[src/rtl/pipe_skid_stage_if.sv]
`default_nettype none
// ============================================================================
// Module      : pipe_skid_stage_if
// Description : Handshake bundle around one pipeline skid stage (both sides).
// Revision    : 1.0 - initial release
// ============================================================================
interface pipe_skid_stage_if #(
    parameter int WIDTH = 32
);
    logic             flush;
    logic             in_valid;
    logic             in_ready;
    logic [WIDTH-1:0] in_data;
    logic             out_valid;
    logic             out_ready;
    logic [WIDTH-1:0] out_data;
    logic [1:0]       occupancy;

    // Stage side of the bundle
    modport slave (
        input  flush,
        input  in_valid,
        output in_ready,
        input  in_data,
        output out_valid,
        input  out_ready,
        output out_data,
        output occupancy
    );

    // Environment side: drives upstream payload and downstream ready
    modport master (
        output flush,
        output in_valid,
        input  in_ready,
        output in_data,
        input  out_valid,
        output out_ready,
        input  out_data,
        input  occupancy
    );
endinterface
`default_nettype wire

[src/rtl/pipe_skid_stage.sv]
`default_nettype none
// ============================================================================
// Module      : pipe_skid_stage
// Description : Two-entry registered skid buffer between pipeline stages.
// Revision    : 1.0 - initial release
// ============================================================================
module pipe_skid_stage #(
    parameter int               WIDTH    = 32,
    parameter logic [WIDTH-1:0] RST_DATA = '0
) (
    input  wire                 clk,
    input  wire                 rst_n,
    pipe_skid_stage_if.slave    bus
);

    typedef enum logic [1:0] {
        ST_EMPTY = 2'd0,
        ST_ONE   = 2'd1,
        ST_FULL  = 2'd2
    } state_t;

    state_t           r_state;
    state_t           w_state_nxt;
    logic [WIDTH-1:0] r_main;
    logic [WIDTH-1:0] r_skid;

    logic w_acc;
    logic w_pop;
    logic w_main_from_in;
    logic w_main_from_skid;
    logic w_skid_from_in;

    // Handshake outputs come only from the state register
    assign bus.in_ready  = (r_state != ST_FULL);
    assign bus.out_valid = (r_state != ST_EMPTY);
    assign bus.out_data  = r_main;
    assign bus.occupancy = (r_state == ST_FULL) ? 2'd2 :
                           (r_state == ST_ONE)  ? 2'd1 : 2'd0;

    assign w_acc = bus.in_valid & bus.in_ready;
    assign w_pop = bus.out_valid & bus.out_ready;

    always_ff @(posedge clk or negedge rst_n) begin
        if (!rst_n) begin
            r_state <= ST_EMPTY;
        end else begin
            r_state <= w_state_nxt;
        end
    end

    always_comb begin
        w_state_nxt      = r_state;
        w_main_from_in   = 1'b0;
        w_main_from_skid = 1'b0;
        w_skid_from_in   = 1'b0;
        if (bus.flush) begin
            // Squash both entries; data registers intentionally keep stale values
            w_state_nxt = ST_EMPTY;
        end else begin
            case (r_state)
                ST_EMPTY: begin
                    if (w_acc) begin
                        w_state_nxt    = ST_ONE;
                        w_main_from_in = 1'b1;
                    end
                end
                ST_ONE: begin
                    if (w_acc && w_pop) begin
                        w_main_from_in = 1'b1;
                    end else if (w_acc) begin
                        w_state_nxt    = ST_FULL;
                        w_skid_from_in = 1'b1;
                    end else if (w_pop) begin
                        w_state_nxt    = ST_EMPTY;
                    end
                end
                ST_FULL: begin
                    if (w_pop) begin
                        w_state_nxt      = ST_ONE;
                        w_main_from_skid = 1'b1;
                    end
                end
                default: begin
                    w_state_nxt = ST_EMPTY;
                end
            endcase
        end
    end

    always_ff @(posedge clk or negedge rst_n) begin
        if (!rst_n) begin
            r_main <= RST_DATA;
            r_skid <= RST_DATA;
        end else begin
            if (w_main_from_in) begin
                r_main <= bus.in_data;
            end else if (w_main_from_skid) begin
                r_main <= r_skid;
            end
            if (w_skid_from_in) begin
                r_skid <= bus.in_data;
            end
        end
    end

endmodule
`default_nettype wire

[src/flat_wrapper.sv]
// flat-port wrapper written by rule: the top's interface ports become plain ports
module pipe_skid_stage_flat 
#(
    parameter int               WIDTH    = 32,
    parameter logic [WIDTH-1:0] RST_DATA = '0
)
  (clk, rst_n, bus_flush, bus_in_valid, bus_in_ready, bus_in_data, bus_out_valid, bus_out_ready, bus_out_data, bus_occupancy);
  pipe_skid_stage_if #(.WIDTH(WIDTH)) bus_i ();
  input  wire clk;
  input  wire rst_n;
  input wire logic [$bits(bus_i.flush)-1:0] bus_flush;
  input wire logic [$bits(bus_i.in_valid)-1:0] bus_in_valid;
  output wire logic [$bits(bus_i.in_ready)-1:0] bus_in_ready;
  input wire logic [$bits(bus_i.in_data)-1:0] bus_in_data;
  output wire logic [$bits(bus_i.out_valid)-1:0] bus_out_valid;
  input wire logic [$bits(bus_i.out_ready)-1:0] bus_out_ready;
  output wire logic [$bits(bus_i.out_data)-1:0] bus_out_data;
  output wire logic [$bits(bus_i.occupancy)-1:0] bus_occupancy;
  assign bus_i.flush = bus_flush;
  assign bus_i.in_valid = bus_in_valid;
  assign bus_in_ready = bus_i.in_ready;
  assign bus_i.in_data = bus_in_data;
  assign bus_out_valid = bus_i.out_valid;
  assign bus_i.out_ready = bus_out_ready;
  assign bus_out_data = bus_i.out_data;
  assign bus_occupancy = bus_i.occupancy;
  pipe_skid_stage #(.WIDTH(WIDTH), .RST_DATA(RST_DATA)) u_core (.clk(clk), .rst_n(rst_n), .bus(bus_i));
endmodule
[config.mk]
export PLATFORM = sky130hd
export DESIGN_NAME = pipe_skid_stage_flat
export DESIGN_NICKNAME = d
export VERILOG_FILES = /design/src/rtl/pipe_skid_stage_if.sv /design/src/rtl/pipe_skid_stage.sv /design/src/flat_wrapper.sv
export SDC_FILE = /design/constraint.sdc
export NUM_CORES = 1
export LEC_CHECK = 0
export CAP_MARGIN = 15
export CELL_PAD_IN_SITES_DETAIL_PLACEMENT = 1
export CELL_PAD_IN_SITES_GLOBAL_PLACEMENT = 1
export CORE_MARGIN = 2
export CORE_UTILIZATION = 40
export CTS_CLUSTER_SIZE = 16
export DETAILED_ROUTE_END_ITERATION = 8
export MAX_ROUTING_LAYER = met4
export PLACE_DENSITY = 0.85
export RECOVER_POWER = 50
export SYNTH_ARGS = -nofsm -noshare
export SYNTH_HDL_FRONTEND = slang
export SYNTH_SLANG_ARGS = --single-unit
[constraint.sdc]
create_clock -name clk -period 2.2 [get_ports clk]
set_input_delay 0.44 -clock clk [delete_from_list [all_inputs] [get_ports clk]]
set_output_delay 0.44 -clock clk [all_outputs]
set_load 0.01 [all_outputs]
==> flow_metrics.tcl <==
set metrics [dict create \
    dieArea_sq_um 8670 \
    floorplan.die.width_um 93.12 \
    setup_viol_count_final 0 \
    synthToLayoutAreaGrowth_pct 34.74 \
    floorplan.initialDensity_pct 41.11 \
    clock_sinks 66 \
    post_synth_net_total 228 \
    grt_max_degree 33 \
    final_net_count 314 \
    routed-via-count 1862 \
    core.rowCount 32 \
    synth_cell_types 21 \
    route.detailed.drc 0 \
    synth_common_cells "dfrtp_1 (66), mux2_4 (58), mux2_2 (35), buf_6 (6), nand2b_1 (4)" \
    synthDominantCellAreaShare_pct 51.99 \
    synthMostInstantiatedCell "dfrtp_1" \
    clk_latency_ns 0.33 \
    hold_buffer_count_at_cts 0 \
    mappedNetlistArea_sq_um 3177 \
    crit_slowest_cell "clkdlybuf4s50_1" \
    crit_path_max_fanout 6 \
    grt_first_pass_wirelength_mm 10.81 \
    die_height_um 93.12 \
    critical-path-top-delay-family "buffers and inverters" \
    post-synth-top-area-cell "dfrtp_1" \
    synth-seq-area-share_pct 51.99 \
    timing.final.hold_violations 0 \
    grt_pass1_vias 2158 \
    syn_avg_cell_area_sq_um 16.63 \
    hold_path_class "input pin to asynchronous set/reset pin" \
    largest_clock_skew_in_the_final_design_ns 0.004576 \
    worst-endpoint-arrival_ns 1.63 \
    coreArea_sq_um 7727 \
    rsz0062_at_grt "no" \
    clock.fmax_mhz 482.2 \
    setup.worst_path.start_class "register" \
    final_period_minus_worst_setup_slack_ns 2.074 \
    cp.buffers_inverters 1 \
    postSynth.asyncResetShare_pct 100.0 \
    count_of_flip_flops_with_a_built_in_enable_after_synthesis 0 \
    max_slew_margin_pct 26.93 \
    top_level_ports 73 \
    finalCritPeriodShare_pct 94.26 \
    clk_transition_reported_paths_ns 0.07 \
    postSynthCellCount 191 \
    cts.repair.resized 0 \
    outcome "finished clean" \
    final-max-slew-violation-count 0 \
    dp_hpwl_mm 4.700 \
    tritoncts_clock_tree "yes" \
    final_setup_margin_ns 0.1263 \
    cts-htree-levels 3 \
    ys.flop_type "dfrtp_1" \
    hold_ws_ns 0.2884 \
    fillCellCount 734 \
    wl_per_cell_um 16.98 \
    power.density_cell_area_nw_per_um2 1027 \
    grtUsageTotal_pct 16.97 \
    gpl.final_weighted_congestion 0.6822 \
    synth_top_cells_by_area "dfrtp_1 (52%), mux2_4 (27%), mux2_2 (12%)" \
    route.detailed.vias_per_inst 4.874 \
    leakagePower_nw 1.991 \
    flip_flop_and_latch_count_after_synthesis 66 \
    dp_worst_setup_slack_ns -0.04585 \
    max_slew.worst_pin.slew_ns 1.096 \
    antenna_left 0 \
    post_route_cells_drive_above_1_share_pct 44.64 \
    ir_worst_vdd_v 0.0004890 \
    firstDrtPassIters 4 \
    drv.max_cap_violation_count 0 \
    count_of_antenna_diodes_in_the_layout 0 \
    timing.critical_path.slowest_cell_delay_ns 0.57 \
    postRouteWirelength_mm 6.485 \
    detail_route.iter0.violations 81 \
    cts_buffers 9 \
    critical_path.cell_chain "and2b_1, clkdlybuf4s50_1" \
    worstSetupEndpointType "primary output" \
    antenna_found_initial 0 \
    cts_max_path_buffers 2 \
    yosys_warnings 0 \
    cts_setup_buffers 0 \
    port_buffers 72 \
    timing_worst_setup_path_type "register to primary output" \
    totalNegativeSetupSlack_ns 0 \
    grt.overflow.total 0 \
    clockRootBuffer "clkbuf_8" \
    required_ns 1.76 \
]
## layout make-up
cell class | instances | area, sq um | share of cell area [%]
Clock inverter | 3 | 40.04 | 0.9354
Multi-Input combinational cell | 114 | 1438 | 33.59
Timing Repair Buffer | 85 | 868.3 | 20.29
Clock buffer | 11 | 151.4 | 3.537
Sequential cell | 66 | 1652 | 38.59
Inverter | 1 | 3.754 | 0.08769
Tap cell | 102 | 127.6 | 2.982
## placed cells by master (no fill, tap or decap), types with 2 or more instances in the layout
| master | count |
|---|---|
| clkinv_2 | 2 |
| clkdlybuf4s50_1 | 55 |
| nor2b_1 | 2 |
| dfrtp_1 | 66 |
| clkbuf_1 | 2 |
| buf_4 | 6 |
| nand2b_1 | 3 |
| buf_12 | 5 |
| clkbuf_8 | 11 |
| dlygate4sd3_1 | 16 |
| mux2_4 | 58 |
| mux2i_1 | 2 |
| mux2_2 | 35 |
| a21oi_1 | 3 |
## flip-flops by register name (all words and copies together) (netlist names)
name	count
u_core.r_state	2
u_core.bus.out_data	32
u_core.r_skid	32
## logic make-up after synthesis
logic type	after synthesis	synth area share (%)
AO/OA/AOI/OAI	5	1.260
buffers and inverters	11	2.835
AND/OR/NAND/NOR	13	3.111
flip-flops	66	51.99
multiplexers	96	40.80
## worst paths after layout
| check | from | endpoint | slack (ns) | cells after the start |
|---|---|---|---|---|
| min in group clk | u_core.r_skid[27] | u_core.r_skid[27] | 0.51 | 1 |
| setup / recovery | u_core.r_state[0] | bus_occupancy[1] | 0.13 | 2 |
| hold / removal | rst_n | u_core.bus.out_data[7] | 0.29 | 1 |
| setup reg to reg | u_core.r_state[0] | u_core.bus.out_data[16] | 0.47 | 5 |
| hold reg to reg | u_core.r_skid[27] | u_core.r_skid[27] | 0.51 | 1 |
| max in group asynchronous | rst_n | u_core.bus.out_data[21] | 0.55 | 2 |
## layer usage
metal	wire length, um	track usage (%)	vias to the layer above
li1	-	-	852
met1	2753	19.98	949
met2	3384	28.38	53
met3	262	4.351	8
met4	85	6.005	0
met5	0	-	-
## stage by stage
stage               power (mW)  util, %  std cells  cell area, sq um
floorplan                2.720        -        191              3177
global placement         3.397    53.17        368              4109
detailed placement       3.480    53.17        368              4109
CTS                      4.521    55.65        382              4300
global route             4.642    55.39        382              4280
finish                   4.396    55.39        382              4280
## power by group
| part | internal [mW] | leakage, nW | switching, mW |
|---|---|---|---|
| combinational | 1.07 | 1.08 | 0.466 |
| sequential | 1.62 | 0.808 | 0.240 |
| clock | 0.569 | 0.101 | 0.437 |
| total | 3.25 | 1.99 | 1.14 |
No activity file was read; power rests on OpenSTA's default activity.
